File: src/rtl/gray_conv_arbiter_if.sv
// Bus between two Gray-code requesters and the shared converter.
//
// Handshake: each requester raises reqN with grayN stable and holds both
// until it sees a one-cycle ackN; the operand is captured on the edge that
// raises ackN. Results come back as a one-cycle bin_valid pulse with
// bin_out/bin_id, which then hold until the next result.
interface gray_conv_arbiter_if #(
   parameter int WIDTH = 4
);
   logic             req0;
   logic [WIDTH-1:0] gray0;
   logic             ack0;
   logic             req1;
   logic [WIDTH-1:0] gray1;
   logic             ack1;
   logic [WIDTH-1:0] bin_out;
   logic             bin_valid;
   logic             bin_id;
   logic             busy;
   logic [1:0]       state_dbg;

   // requester / environment side
   modport master (
      output req0, gray0, req1, gray1,
      input  ack0, ack1, bin_out, bin_valid, bin_id, busy, state_dbg
   );

   // converter side
   modport slave (
      input  req0, gray0, req1, gray1,
      output ack0, ack1, bin_out, bin_valid, bin_id, busy, state_dbg
   );
endinterface

File: src/rtl/gray_conv_arbiter.sv
// Serial Gray-to-binary converter shared by two requesters under
// round-robin arbitration. One bit is produced per clock, MSB first;
// the finished result is published in a single DONE cycle.
module gray_conv_arbiter #(
   parameter int WIDTH = 4
) (
   input  logic                 clk,
   input  logic                 rst_n,
   gray_conv_arbiter_if.slave   bus
);

   localparam int CW = $clog2(WIDTH);
   localparam logic [CW-1:0] LAST_IDX = CW'(WIDTH - 1);

   typedef enum logic [1:0] {
      S_IDLE = 2'd0,
      S_CONV = 2'd1,
      S_DONE = 2'd2
   } state_t;

   state_t           r_state;
   state_t           w_next;

   logic [WIDTH-1:0] r_sh;       // remaining Gray bits, MSB at the top
   logic [WIDTH-1:0] r_acc;      // binary bits produced so far, newest in bit 0
   logic [CW-1:0]    r_cnt;      // index of the bit being produced this cycle
   logic             r_id;       // owner of the conversion in flight
   logic             r_last;     // most recently granted requester
   logic             r_ack0;
   logic             r_ack1;
   logic [WIDTH-1:0] r_bin;
   logic             r_bin_id;
   logic             r_valid;

   logic             w_grant;
   logic             w_gid;
   logic             w_shift;
   logic             w_done;
   logic [WIDTH-1:0] w_gray_sel;

   // State register.
   always_ff @(posedge clk or negedge rst_n) begin
      if (!rst_n) begin
         r_state <= S_IDLE;
      end else begin
         r_state <= w_next;
      end
   end

   // Next state, arbitration and datapath controls.
   always_comb begin
      w_next  = r_state;
      w_grant = 1'b0;
      w_gid   = 1'b0;
      w_shift = 1'b0;
      w_done  = 1'b0;
      case (r_state)
         S_IDLE: begin
            if (bus.req0 || bus.req1) begin
               w_grant = 1'b1;
               // On a tie the requester that did not win last time goes.
               w_gid   = (bus.req0 && bus.req1) ? ~r_last : bus.req1;
               w_next  = S_CONV;
            end
         end
         S_CONV: begin
            w_shift = 1'b1;
            if (r_cnt == '0) begin
               w_next = S_DONE;
            end
         end
         S_DONE: begin
            // No grant here: a waiting requester is picked up in IDLE.
            w_done = 1'b1;
            w_next = S_IDLE;
         end
         default: begin
            w_next = S_IDLE;
         end
      endcase
   end

   assign w_gray_sel = w_gid ? bus.gray1 : bus.gray0;

   // Handshake pulses: one cycle each, registered from the decision above.
   always_ff @(posedge clk or negedge rst_n) begin
      if (!rst_n) begin
         r_ack0  <= 1'b0;
         r_ack1  <= 1'b0;
         r_valid <= 1'b0;
      end else begin
         r_ack0  <= w_grant & ~w_gid;
         r_ack1  <= w_grant &  w_gid;
         r_valid <= w_done;
      end
   end

   // Grant bookkeeping: owner of the conversion and round-robin pointer.
   always_ff @(posedge clk or negedge rst_n) begin
      if (!rst_n) begin
         r_id   <= 1'b0;
         r_last <= 1'b1;
      end else if (w_grant) begin
         r_id   <= w_gid;
         r_last <= w_gid;
      end
   end

   // Serial conversion: each new binary bit is the previous binary bit
   // XOR the next Gray bit; the accumulator starts at zero so the MSB
   // comes out equal to the Gray MSB.
   always_ff @(posedge clk or negedge rst_n) begin
      if (!rst_n) begin
         r_sh  <= '0;
         r_acc <= '0;
         r_cnt <= '0;
      end else if (w_grant) begin
         r_sh  <= w_gray_sel;
         r_acc <= '0;
         r_cnt <= LAST_IDX;
      end else if (w_shift) begin
         r_sh  <= {r_sh[WIDTH-2:0], 1'b0};
         r_acc <= {r_acc[WIDTH-2:0], r_acc[0] ^ r_sh[WIDTH-1]};
         if (r_cnt != '0) begin
            r_cnt <= r_cnt - CW'(1);
         end
      end
   end

   // Result register: only the completed word is ever made visible.
   always_ff @(posedge clk or negedge rst_n) begin
      if (!rst_n) begin
         r_bin    <= '0;
         r_bin_id <= 1'b0;
      end else if (w_done) begin
         r_bin    <= r_acc;
         r_bin_id <= r_id;
      end
   end

   assign bus.ack0      = r_ack0;
   assign bus.ack1      = r_ack1;
   assign bus.bin_out   = r_bin;
   assign bus.bin_valid = r_valid;
   assign bus.bin_id    = r_bin_id;
   assign bus.busy      = (r_state != S_IDLE);
   assign bus.state_dbg = r_state;

endmodule

File: src/flat_wrapper.sv
// flat-port wrapper written by rule: the top's interface ports become plain ports
module gray_conv_arbiter_flat 
#(
   parameter int WIDTH = 4
)
  (clk, rst_n, bus_req0, bus_gray0, bus_req1, bus_gray1, bus_ack0, bus_ack1, bus_bin_out, bus_bin_valid, bus_bin_id, bus_busy, bus_state_dbg);
  gray_conv_arbiter_if #(.WIDTH(WIDTH)) bus_i ();
  input  logic clk;
  input  logic rst_n;
  input wire logic [$bits(bus_i.req0)-1:0] bus_req0;
  input wire logic [$bits(bus_i.gray0)-1:0] bus_gray0;
  input wire logic [$bits(bus_i.req1)-1:0] bus_req1;
  input wire logic [$bits(bus_i.gray1)-1:0] bus_gray1;
  output wire logic [$bits(bus_i.ack0)-1:0] bus_ack0;
  output wire logic [$bits(bus_i.ack1)-1:0] bus_ack1;
  output wire logic [$bits(bus_i.bin_out)-1:0] bus_bin_out;
  output wire logic [$bits(bus_i.bin_valid)-1:0] bus_bin_valid;
  output wire logic [$bits(bus_i.bin_id)-1:0] bus_bin_id;
  output wire logic [$bits(bus_i.busy)-1:0] bus_busy;
  output wire logic [$bits(bus_i.state_dbg)-1:0] bus_state_dbg;
  assign bus_i.req0 = bus_req0;
  assign bus_i.gray0 = bus_gray0;
  assign bus_i.req1 = bus_req1;
  assign bus_i.gray1 = bus_gray1;
  assign bus_ack0 = bus_i.ack0;
  assign bus_ack1 = bus_i.ack1;
  assign bus_bin_out = bus_i.bin_out;
  assign bus_bin_valid = bus_i.bin_valid;
  assign bus_bin_id = bus_i.bin_id;
  assign bus_busy = bus_i.busy;
  assign bus_state_dbg = bus_i.state_dbg;
  gray_conv_arbiter #(.WIDTH(WIDTH)) u_core (.clk(clk), .rst_n(rst_n), .bus(bus_i));
endmodule
File: config.mk
export PLATFORM = sky130hd
export DESIGN_NAME = gray_conv_arbiter_flat
export DESIGN_NICKNAME = d
export VERILOG_FILES = /design/src/rtl/gray_conv_arbiter_if.sv /design/src/rtl/gray_conv_arbiter.sv /design/src/flat_wrapper.sv
export SDC_FILE = /design/constraint.sdc
export NUM_CORES = 1
export LEC_CHECK = 0
export ABC_AREA = 1
export BUFFER_PORTS_ARGS = -buffer_cell sky130_fd_sc_hd__buf_4
export CAP_MARGIN = 10
export CORE_AREA = 3 3 67 57
export CTS_CLUSTER_SIZE = 40
export DETAILED_ROUTE_END_ITERATION = 16
export DIE_AREA = 0 0 70 60
export PLACE_DENSITY = 0.52
export SLEW_MARGIN = 10
export SYNTH_ARGS = -nofsm -noshare
export SYNTH_HDL_FRONTEND = slang
export SYNTH_SLANG_ARGS = --single-unit
File: constraint.sdc
create_clock -name clk -period 1.75 [get_ports clk]
set_clock_uncertainty 0.15 [all_clocks]
set_input_delay 0.175 -clock clk [delete_from_list [all_inputs] [get_ports clk]]
set_output_delay 0.175 -clock clk [all_outputs]
set_load 0.005 [all_outputs]
==> results of run 1 <==
-- flip-flops by register name (all words and copies together) (netlist names) --
name	flops
u_core.r_last	1
u_core.r_id	1
u_core.r_sh	4
u_core.bus.bin_out	4
u_core.r_cnt	2
u_core.bus.bin_valid	1
u_core.bus.ack1	1
u_core.r_acc	4
u_core.bus.state_dbg	2
u_core.bus.ack0	1
u_core.bus.bin_id	1
-- cell families after synthesis --
| kind of cell | count (synthesis) | synth area share [%] |
|---|---|---|
| AOI/OAI and AO/OA | 16 | 9.05 |
| DFF | 22 | 58.7 |
| xor gates and xnor gates | 1 | 0.932 |
| and+or+nand+nor | 44 | 22.4 |
| adders and majority gates | 1 | 1.33 |
| buffers and inverters | 19 | 7.59 |
-- cell type report --
cell class	count	area, um^2	area share [%]
Multi-Input combinational cell	62	317	25.2
Clock inverter	1	30.0	2.39
Tap cell	40	50.0	3.98
Inverter	19	71.3	5.68
Sequential cell	22	552	43.9
Timing Repair Buffer	25	195	15.5
Clock buffer	3	41.3	3.29
-- metrics by stage --
step	utilization (%)	instance area, um^2
2_1_floorplan	-	940
3_3_place_gp	37.2	1150
3_5_place_dp	37.2	1150
4_1_cts	40.4	1260
5_1_grt	40.4	1260
6_report	40.4	1260
-- power by group through the flow --
stage | logic [mW] | clock network (mW) | registers (mW)
6_report | 0.898 | 0.471 | 0.876
5_1_grt | 1.06 | 0.509 | 0.910
4_1_cts | 0.920 | 0.486 | 0.882
3_5_place_dp | 0.912 | 0 | 0.890
3_3_place_gp | 0.890 | 0 | 0.878
2_1_floorplan | 0.580 | 0 | 0.875
-- cell usage after synthesis --
cell type	count
nor2_4	2
nand3_2	1
nand3_1	3
xnor2_1	1
inv_1	18
ha_1	1
nor2_1	14
o22ai_1	4
nand2_4	1
dfrtp_1	21
o21ai_0	11
nand2_2	2
nand4_1	3
a21oi_1	1
inv_2	1
nand2_1	18
dfstp_2	1
-- tightest hold or removal path: stages --
cell	delay, ps
buf_4	130
nand2_1	130
nor2_4	50
-- what timing repair did --
action,CTS,global route
endpoints found under the hold margin,23,0
gates resized for setup,0,0
hold buffers,3,0
-- per-layer routing --
layer / vias to the layer above / wire [um] / GRT usage, %
li1: 383 / - / -
met1: 323 / 901 / 12.8
met2: 22 / 814 / 17.2
met3: 2 / 123 / 4.20
met4: 0 / 9 / 0.820
met5: - / 0 / 0
-- path summary, 6_finish.rpt --
kind | from | end | slack, ps | cells past startpoint
max | u_core.bus.state_dbg[0] | bus_busy | 240 | 3
min | bus_req1 | u_core.bus.ack1 | 110 | 3
max reg2reg | u_core.r_last | u_core.r_sh[2] | 380 | 6
min reg2reg | u_core.r_last | u_core.r_last | 320 | 2
max in group asynchronous | rst_n | u_core.r_last | 990 | 2
min in group asynchronous | rst_n | u_core.bus.bin_valid | 190 | 2
==> flow_metrics.tcl, run 1 <==
set metrics [dict create \
    num_vias 730 \
    overflow 0 \
    core-area_um2 3110 \
    worst-path-buf-inv 2 \
    powerDensity_nw_per_um2 1790 \
    wire_per_inst_um 10.7 \
    postCtsSetupBuffers 0 \
    finalCritPeriodShare_pct 86.1 \
    hold_ws_ps 109 \
    wl_mm 1.85 \
    design.portCount 23 \
    setup.worst_path.class "reg -> out" \
    outcome "finished, final reports clean" \
    avgViaCountPerCell 4.24 \
    drt-initial-drc-count 20 \
    p_int_mw 1.45 \
    synth_cell_types 17 \
    combPwrFrac_pct 40.0 \
    crit_family "flip-flops" \
    place_ws_ps 380 \
    htreeDepth 1 \
    max-vdd-ir-drop_uv 851 \
    setup_viol 0 \
    root_buffer "clkbuf_8" \
    required_ps 1420 \
    hpwl_mm 1.41 \
    dr.pass1.iters 4 \
    fin_tns_setup_ps 0 \
    num_antenna_cells 0 \
    grt_usage_pct 10.2 \
    grt_pass1_wl_mm 3.33 \
    cts_buffers 3 \
    drive_gt1_share_pct 25.8 \
    clkPwrFrac_pct 21.0 \
    cts_tree "yes" \
    maxSlewHeadroom_pct 81.2 \
    worstPathCellList "nor2_4 > inv_1 > buf_4" \
    p_sw_share_pct 35.5 \
    arrival_ps 1180 \
    clk_pin_slew_ps 80 \
    drc 0 \
    final_max_slew_viol_count 0 \
    syn_area_per_cell_um2 9.12 \
    critPathSlowestCell "dfrtp_1" \
    netSwitchingPower_mw 0.796 \
    ys_ff_latch 22 \
    dieArea_um2 4200 \
    final_antenna_net_count 0 \
    maxCapViolCount 0 \
    place_inst 165 \
    mostFrequentLayoutCells "buf_4 (22), dfrtp_1 (21), inv_1 (18), nand2_1 (18), nor2_1 (14)" \
    finalWorstSetupSlack_ps 244 \
    die_y_um 60 \
    yosysTopAreaCell "dfrtp_1" \
    hold_viol 0 \
    rows 18 \
    clock_latency_ps 260 \
    tightest_slew_ps 282 \
    min_path_type "in -> reg" \
    mappedNetlistArea_um2 940 \
    grt_pass1_vias 746 \
    cts_num_sinks 22 \
    grt_max_degree 23 \
    cp_slowest_stage_delay_ps 460 \
    finalNonFillerCells 172 \
    leakage_nw 0.655 \
    syn-instance-count 103 \
    synth_area_leaders "dfrtp_1 (56%), inv_1 (7.2%), nand2_1 (7.2%)" \
    io_buffers 22 \
    gp_congestion 0.813 \
    start_util_pct 30.2 \
    finalPower_mw 2.25 \
    layout_commonest_cell "buf_4" \
    nNetsFinal 146 \
    post-route-min-period_ps 1510 \
    synth_top_area_share_pct 55.9 \
    end_kind "primary output" \
    critPathLaunchType "flip-flop" \
    area_growth_pct 33.7 \
    seqPwrFrac_pct 39.0 \
    crit_fanout 6 \
    antenna_found_initial 0 \
    rsz0062_at_grt "no" \
    synthesis.nets 116 \
    cts_max_path_buffers 2 \
    ys_seq_area_share_pct 58.7 \
    die_w_um 70 \
    fmax_mhz 664 \
    ys.warnings.count 0 \
    num-fill-cells 313 \
]
Power figures use the tool's default switching activity.
==> run 2, diff against run 1 <==
Settings changed: CORE_AREA 3 3 67 57 to 3 3 84 46, CTS_BUF_LIST set to sky130_fd_sc_hd__clkbuf_8, DIE_AREA 0 0 70 60 to 0 0 87 49, PLACE_DENSITY 0.52 to 0.53, SLEW_MARGIN 10 to not set.
==> flow_metrics.tcl, run 2 (synthesis results as in run 1) <==
set metrics [dict create \
    layout_commonest_cell "buf_4" \
    powerDensity_nw_per_um2 1700 \
    die_w_um 87 \
    r2r-start "u_core.r_last" \
    cp-endpoint "bus_busy" \
    min_path_type "in -> reg" \
    hpwl_mm 1.37 \
    dieArea_um2 4260 \
    holdPathStages 3 \
    num_antenna_cells 0 \
    clock_latency_ps 260 \
    worst-r2r-cell-count 6 \
    fin_tns_setup_ps 0 \
    met2_usage_pct 14.0 \
    cts_buffers 3 \
    wire_per_inst_um 10.3 \
    end_kind "primary output" \
    outcome "finished, final reports clean" \
    cts_num_sinks 22 \
    post_dp_cell_area_um2 1150 \
    cts_tree "yes" \
    drive_gt1_share_pct 25.2 \
    tightest_slew_ps 276 \
    fmax_mhz 657 \
    required_ps 1420 \
    grt_max_degree 23 \
    dr.pass1.iters 4 \
    grt_usage_pct 9.12 \
    post-route-min-period_ps 1520 \
    maxSlewHeadroom_pct 81.6 \
    critPathSlowestCell "dfrtp_1" \
    clk_pin_slew_ps 70 \
    finalNonFillerCells 171 \
    num_vias 718 \
    postCtsSetupBuffers 0 \
    grt_pass1_vias 684 \
    grt_busiest_layer "met2" \
    leakage_nw 0.642 \
    final_antenna_net_count 0 \
    ff2ff_setup_slack_ps 400 \
    rows 14 \
    finalCritPeriodShare_pct 87.0 \
    gp_congestion 0.767 \
    cts_max_path_buffers 2 \
    drc 0 \
    grt.met3_usage_pct 2.53 \
    root_buffer "clkbuf_8" \
    mostFrequentLayoutCells "buf_4 (22), dfrtp_1 (21), inv_1 (19)" \
    die_y_um 49 \
    critPathLaunchType "flip-flop" \
    place_inst 165 \
    cp_slowest_stage_delay_ps 450 \
    htreeDepth 1 \
    drt-initial-drc-count 29 \
    worstPathCellList "nor2_4 > inv_1 > buf_4" \
    area_growth_pct 29.8 \
    r2r-end "u_core.r_sh[1]" \
    final_max_slew_viol_count 0 \
    grtUsageMet1_pct 12.3 \
    final_area_um2 1220 \
    avgViaCountPerCell 4.20 \
    setup_viol 0 \
    setup.worst_path.class "reg -> out" \
    max-vdd-ir-drop_uv 474 \
    io_buffers 22 \
    start_util_pct 30.7 \
    rsz0062_at_grt "no" \
    wl_mm 1.77 \
    core-area_um2 3070 \
    nNetsFinal 145 \
    overflow 0 \
    antenna_found_initial 0 \
    maxCapViolCount 0 \
    crit_fanout 6 \
    arrival_ps 1200 \
    grt_pass1_wl_mm 3.08 \
    hold_viol 0 \
    startpoint "u_core.bus.state_dbg[0]" \
    design.portCount 23 \
]
-- run 2: cell types whose count changed in the layout (fill, tap and decap cells not counted), sizes merged --
cell         before  now
dlygate4sd3       3    2
inv              19   20
bufinv            1    0
-- run 2: through the flow --
| step | util, % | setup slack, ps | hold WS (ps) | total power, mW |
|---|---|---|---|---|
| after floorplan | - | 509 | -271 | 1.46 |
| after global placement | 37.7 | 410 | -71.8 | 1.78 |
| after detailed placement | 37.7 | 412 | -70.2 | 1.79 |
| after CTS | 39.8 | 217 | 18.4 | 2.12 |
| after global routing | 39.8 | 152 | 35.2 | 2.29 |
| final | 39.8 | 227 | 14.5 | 2.08 |
-- run 2: worst min-delay path by stage --
stage / from / end / slack (ps)
2_1_floorplan: rst_n / u_core.bus.ack0 / -270
3_3_place_gp: rst_n / u_core.bus.ack1 / -70
3_5_place_dp: rst_n / u_core.bus.ack1 / -70
4_1_cts: bus_gray1[0] / u_core.r_sh[0] / 20
5_1_grt: bus_gray1[0] / u_core.r_sh[0] / 40
6_report: bus_gray1[0] / u_core.r_sh[0] / 10
-- run 2: worst max-delay path, delay by kind of cell, from the launching register on --
kind	cells	cell delay, ps
AND/OR/NAND/NOR	1	220
buffers and inverters	2	270
flip-flops	1	450
-- run 2: layout make-up --
cell class	instances	area, um^2
clock inverter	1	3.75
timing repair buffer	24	185
clock buffer	3	41.3
sequential	22	552
inverter	19	71.3
fill	320	1850
multi-input combinational	62	317
tap	40	50.0
-- run 2: layer usage --
metal	share of wire (%)	vias to the layer above
met2	46	15
met1	50	321
met5	0	-
li1	-	380
met3	4.0	2
met4	0.57	0
-- run 2: report_power, final --
part	internal (mW)	leakage, nW	total, mW	switching (mW)
registers	0.750	0.274	0.868	0.118
clock network	0.156	0.0269	0.308	0.152
logic	0.392	0.341	0.900	0.508
-- run 2: what timing repair did --
action / 4_1_cts / 5_1_grt
endpoints found under the hold margin: 23 / 0
hold buffers: 2 / 0
resized for setup: 0 / 0
